<file path="src/rtl/sd_programm_lader.sv">
// rtl/sd_programm_lader.sv - SD card program loader: length header plus payload words into RAM, CPU held in reset until done
// Optional trailing XOR checksum word: define LADER_PRUEFSUMME_EN
module sd_programm_lader #(
    parameter int unsigned MAX_WORTE     = 1024,
    parameter logic [31:0] START_ADRESSE = 32'd0,
    parameter int unsigned ACK_TIMEOUT   = 1023
) (
    input  logic        Clock,
    input  logic        Reset,
    output logic [31:0] SDAdresse,
    output logic        SDLesen,
    input  logic [31:0] SDDaten,
    input  logic        SDBusy,
    output logic [15:0] RAMAdresse,
    output logic [31:0] RAMDaten,
    output logic        RAMSchreiben,
    output logic        CPUReset,
    output logic        Fertig,
    output logic        Fehler
);
    typedef enum logic [3:0] {
        INIT_WARTEN,
        ANFORDERN,
        WARTE_ACK,
        WARTE_DATEN,
        GROESSE_PRUEFEN,
        SCHREIBEN,
`ifdef LADER_PRUEFSUMME_EN
        PRUEFEN,
`endif
        FERTIG,
        FEHLER
    } zustand_t;

    typedef enum logic [1:0] {WORT_KOPF, WORT_NUTZ, WORT_SUMME} wortArt_t;

    zustand_t    zustand;
    wortArt_t    wortArt;
    logic [31:0] gelesen;
    logic [31:0] rest;
    logic [31:0] timer;
`ifdef LADER_PRUEFSUMME_EN
    logic [31:0] xorSumme;
`endif

    always_ff @(posedge Clock) begin
        if (Reset) begin
            zustand      <= INIT_WARTEN;
            wortArt      <= WORT_KOPF;
            gelesen      <= '0;
            rest         <= '0;
            timer        <= '0;
            SDAdresse    <= START_ADRESSE;
            SDLesen      <= 1'b0;
            RAMAdresse   <= '0;
            RAMDaten     <= '0;
            RAMSchreiben <= 1'b0;
            CPUReset     <= 1'b1;
            Fertig       <= 1'b0;
            Fehler       <= 1'b0;
`ifdef LADER_PRUEFSUMME_EN
            xorSumme     <= '0;
`endif
        end else begin
            SDLesen      <= 1'b0;
            RAMSchreiben <= 1'b0;
            case (zustand)
                INIT_WARTEN: begin
                    if (!SDBusy) begin
                        SDAdresse <= START_ADRESSE;
                        wortArt   <= WORT_KOPF;
                        SDLesen   <= 1'b1;
                        zustand   <= ANFORDERN;
                    end
                end
                // SDLesen is high exactly while in ANFORDERN
                ANFORDERN: begin
                    timer   <= '0;
                    zustand <= WARTE_ACK;
                end
                WARTE_ACK: begin
                    if (SDBusy) begin
                        zustand <= WARTE_DATEN;
                    end else if (timer >= ACK_TIMEOUT - 1) begin
                        Fehler  <= 1'b1;
                        zustand <= FEHLER;
                    end else begin
                        timer <= timer + 32'd1;
                    end
                end
                WARTE_DATEN: begin
                    if (!SDBusy) begin
                        gelesen <= SDDaten;
                        case (wortArt)
                            WORT_KOPF: zustand <= GROESSE_PRUEFEN;
                            WORT_NUTZ: begin
                                RAMDaten     <= SDDaten;
                                RAMSchreiben <= 1'b1;
                                zustand      <= SCHREIBEN;
`ifdef LADER_PRUEFSUMME_EN
                                xorSumme     <= xorSumme ^ SDDaten;
`endif
                            end
`ifdef LADER_PRUEFSUMME_EN
                            default: zustand <= PRUEFEN;
`else
                            default: begin
                                Fehler  <= 1'b1;
                                zustand <= FEHLER;
                            end
`endif
                        endcase
                    end
                end
                GROESSE_PRUEFEN: begin
                    if (gelesen > MAX_WORTE) begin
                        Fehler  <= 1'b1;
                        zustand <= FEHLER;
                    end else if (gelesen == 32'd0) begin
`ifdef LADER_PRUEFSUMME_EN
                        SDAdresse <= SDAdresse + 32'd1;
                        wortArt   <= WORT_SUMME;
                        SDLesen   <= 1'b1;
                        zustand   <= ANFORDERN;
`else
                        Fertig    <= 1'b1;
                        CPUReset  <= 1'b0;
                        zustand   <= FERTIG;
`endif
                    end else begin
                        rest      <= gelesen;
                        SDAdresse <= SDAdresse + 32'd1;
                        wortArt   <= WORT_NUTZ;
                        SDLesen   <= 1'b1;
                        zustand   <= ANFORDERN;
                    end
                end
                SCHREIBEN: begin
                    rest       <= rest - 32'd1;
                    RAMAdresse <= RAMAdresse + 16'd1;
                    SDAdresse  <= SDAdresse + 32'd1;
                    if (rest == 32'd1) begin
`ifdef LADER_PRUEFSUMME_EN
                        wortArt  <= WORT_SUMME;
                        SDLesen  <= 1'b1;
                        zustand  <= ANFORDERN;
`else
                        Fertig   <= 1'b1;
                        CPUReset <= 1'b0;
                        zustand  <= FERTIG;
`endif
                    end else begin
                        SDLesen <= 1'b1;
                        zustand <= ANFORDERN;
                    end
                end
`ifdef LADER_PRUEFSUMME_EN
                PRUEFEN: begin
                    if (gelesen == xorSumme) begin
                        Fertig   <= 1'b1;
                        CPUReset <= 1'b0;
                        zustand  <= FERTIG;
                    end else begin
                        Fehler  <= 1'b1;
                        zustand <= FEHLER;
                    end
                end
`endif
                FERTIG:  zustand <= FERTIG;
                FEHLER:  zustand <= FEHLER;
                default: zustand <= INIT_WARTEN;
            endcase
        end
    end
endmodule

</file>
<file path="config.mk">
export PLATFORM = sky130hd
export DESIGN_NAME = sd_programm_lader
export DESIGN_NICKNAME = d
export VERILOG_FILES = /design/src/rtl/sd_programm_lader.sv
export SDC_FILE = /design/constraint.sdc
export NUM_CORES = 1
export LEC_CHECK = 0
export CAP_MARGIN = 30
export CORE_UTILIZATION = 54
export CTS_BUF_LIST = sky130_fd_sc_hd__clkbuf_16
export CTS_CLUSTER_DIAMETER = 150
export CTS_CLUSTER_SIZE = 14
export DETAILED_ROUTE_END_ITERATION = 8
export PLACE_DENSITY = 0.8
export SYNTH_ARGS = -nofsm -noshare
export SYNTH_HDL_FRONTEND = slang
export SYNTH_SLANG_ARGS = --single-unit
</file>
<file path="constraint.sdc">
create_clock -name Clock -period 2.6 [get_ports Clock]
set_input_delay 0.52 -clock Clock [delete_from_list [all_inputs] [get_ports Clock]]
set_output_delay 0.52 -clock Clock [all_outputs]
set_load 0.01 [all_outputs]
</file>
==> key figures <==
Setup path
  • Flop-to-flop setup slack: 90 ps
  • Worst path required time: about 2900 ps
  • Reg2reg end: rest[9]$_SDFFE_PP0P_
  • R2R Path Start: gelesen[8]$_SDFFE_PP0P_
  • Worst reg2reg path depth: 8
  • Setup crit end kind: register
  • Worst path slowest cell: or4_4
  • Worst Path Arrival: 2830 ps
  • Critical path type: register to register
  • WP buf/inv: 2
  • Worst path cell trace: or4_4 -> or4_4 -> and4_4 -> buf_12 -> o21ai_4 -> buf_6 -> nor2_1 -> a32o_1
  • CP Launch Type: register
  • Crit-path most repeated cell: or4_4
  • Max incr delay on CP: 570 ps
  • CP max FO: 24
  • Crit path max-delay family: simple AND/OR/NAND/NOR gates

Worst hold path
  • Hold path depth: 3
  • HP Class: primary input to register
  • Worst hold path endpoint: timer[9]$_SDFFE_PP0P_
  • Hold_sp: Reset

Drt
  • Iter 0 DRT Violations: 523
  • Top sig layer: met4
  • 1st-pass router iterations: 5
  • Final Routed Wirelength: 19000 um
  • Routed wl met3: between 1000 and 1500 um
  • Via Count: 7394
  • WL met1: 8820 um
  • DRC viols: 0
  • Antenna Nets Post-Route: 0
  • Vias per inst: 5.66
  • Met2 wire len: 8830 um
  • Routed len/inst: 14.6 um

Synth
  • Post-synth ARST share: 0
  • Post-synthesis cell type count: 60
  • Post-synth EDFFs: 0
  • Yosys top cell area share: 0.462
  • Yosys reg bits: 185
  • Most area-consuming cells after synthesis: dfxtp_1, nand2_1, a21oi_1, nor2_1, o21ai_0
  • Syn nets: 1034
  • Commonest register cell after synthesis: dfxtp_1
  • Commonest cells post-synth: dfxtp_1, nand2_1, a21oi_1
  • Sequential-to-total area share from yosys stat: 0.462
  • Cell taking the most area after synthesis: dfxtp_1
  • Total of warnings raised by yosys: 0
  • Post-synthesis cell area: about 8000 sq um
  • Mapped Cells: between 900 and 1000
  • Most frequent cell after synthesis: dfxtp_1
  • Post-Syn Area per Cell: a little over 8 sq um

Placed design
  • Detail Placement HPWL: around 13000 um
  • Port Buffers: 119
  • Place WS: -6.47 ps
  • Routability cong.: 0.845
  • Placed instance area: between 9000 and 10000 sq um

Final layout
  • Fillers: 1135
  • Storage element area: 3700 sq um
  • Footprint of the multi-input gates: between 4000 and 5000 sq um
  • Nets: roughly 1200
  • Design Area, Final: between 10000 and 15000 sq um
  • Area Growth Syn to Fin: 26.4%
  • Layout cell share with drive strength beyond 1: 0.0793
  • Ant. Diodes: 0

Timing
  • Final min period: 2510 ps
  • Worst slew pin tran: approximately 610 ps
  • Final setup fails: 0
  • Final Max Tran Viols: 0
  • Relative slew slack: 0.592
  • Final Hold Vio Count: 0
  • Fmax: 399 MHz
  • Fin crit share: 0.964
  • Final Skew: roughly 10 ps
  • Final worst slack: 93.5 ps

Floorplan
  • Top Ports: 120
  • Die H: about 120 um
  • Die width: about 120 um
  • Die Area: 15300 sq um
  • Initial Util: 0.553
  • Core Rows: 44
  • Core area: 14500 sq um

Clock network
  • CTS root buf: clkbuf_16
  • Clock edge transition at the registers on the reported setup and hold paths: ~70 ps
  • Skew-Pair Late Insertion Delay: roughly 440 ps
  • TritonCTS Sinks: 185
  • CTS max path bufs: 2
  • H-tree Lvls: 4
  • CTS tree: done
  • Number of CTS-inserted buffers: 17

Status
  • Status: complete, no violations

Global routing
  • Initial antenna violation count: 0
  • Largest net degree at the start of global routing: 134
  • GRT Util Overall: 0.260
  • First-pass GRT wire length: 31600 um
  • Global route total overflow: 0
  • Vias in the first global route: just under 7000

Run
  • Max Cap Viol: 0

Power
  • Leakage: 0.00349 uW
  • Pwr/cell area: 789 nW/um^2
  • VDD IR-drop max: 0.000579 V
## metal layers
| layer | GRT usage | vias up |
|---|---|---|
| met1 | 0.343 | 3448 |
| met4 | 0.0798 | 0 |
| met3 | 0.0659 | 24 |
| met5 | 0 | - |
| met2 | 0.414 | 202 |
| li1 | - | 3720 |
## kinds of logic after synthesis
| kind of cell | share of synthesized area |
|---|---|
| compound gates | 0.177 |
| xor+xnor | 0.0339 |
| fa+ha+maj | 0.00937 |
| buf+inv | 0.0386 |
| flops | 0.462 |
| mux | 0.00265 |
| simple gates | 0.277 |
## power by group
group	leakage [uW]	internal (uW)	switching [uW]	total, uW
Sequential	0.00149	2970	144	3110
Combinational	0.00173	916	1450	2360
Clock	0.000273	1340	1180	2510
Total	0.00349	5230	2760	7990
## placed cells by master, fill, tap and decap left out, types with 15 or more instances in the layout
| master | instances |
|---|---|
| a21oi_1 | 128 |
| clkbuf_16 | 17 |
| nand3_1 | 30 |
| inv_1 | 17 |
| nor3_1 | 27 |
| and2_1 | 27 |
| nor2_1 | 92 |
| xor2_1 | 22 |
| or3_1 | 19 |
| clkdlybuf4s50_1 | 118 |
| buf_4 | 31 |
| o21ai_0 | 44 |
| or4_1 | 15 |
| nand2_1 | 177 |
| dfxtp_1 | 185 |
## final cells by class
| class | count | area share |
|---|---|---|
| sequential | 185 | 0.366 |
| tap | 184 | 0.0227 |
| inverter | 15 | 0.00556 |
| timing repair buffer | 157 | 0.151 |
| multi-input combinational | 733 | 0.398 |
| clock inverter | 15 | 0.0143 |
| clock buffer | 17 | 0.0420 |
## worst register-to-register path, delay by kind of cell (launching register included)
family / cells / cell delay, ps
buffers and inverters: 2 / 300
AOI/OAI and AO/OA: 2 / 470
and+or+nand+nor: 4 / 1300
DFF: 1 / 320
## timing repair
| action | 4_1_cts | 5_1_grt |
|---|---|---|
| hold buffers | 0 | 0 |
| setup endpoints to repair | 0 | 23 |
| buffers inserted | 0 | 2 |
| resized for setup | 0 | 7 |
## worst max-delay path by stage
stage                            startpoint                    endpoint  slack [ps]  cells past startpoint
floorplan                            SDBusy       timer[6]$_SDFFE_PP0P_         200                      6
global placement                     SDBusy       timer[8]$_SDFFE_PP0P_          60                      6
detailed placement                   SDBusy       timer[6]$_SDFFE_PP0P_          -6                      6
CTS                 gelesen[6]$_SDFFE_PP0P_     zustand[2]$_SDFFE_PP0P_          50                      7
global route        gelesen[8]$_SDFFE_PP0P_  SDAdresse[27]$_SDFFE_PP0P_         -20                      7
finish              gelesen[8]$_SDFFE_PP0P_        rest[9]$_SDFFE_PP0P_          90                      8
## registers in the layout, indices dropped and copies added, names as in the netlist, 3 cells and up
name and cells:
timer 32, RAMAdresse 16, rest 32, zustand 3
SDAdresse 32, RAMDaten 32, gelesen 32
## metrics by stage
stage / util / power (uW) / setup TNS (ps) / hold slack (ps) / std cells
after floorplan: - / 4710 / 0 / 430 / 993
after global placement: 0.655 / 5400 / 0 / 437 / 1270
after detailed placement: 0.656 / 5440 / -10.9 / 441 / 1271
after CTS: 0.696 / 7940 / 0 / 441 / 1303
after global routing: 0.699 / 8400 / -48.2 / 462 / 1306
final: 0.699 / 7990 / 0 / 441 / 1306
No activity file was read; power rests on OpenSTA's default activity.
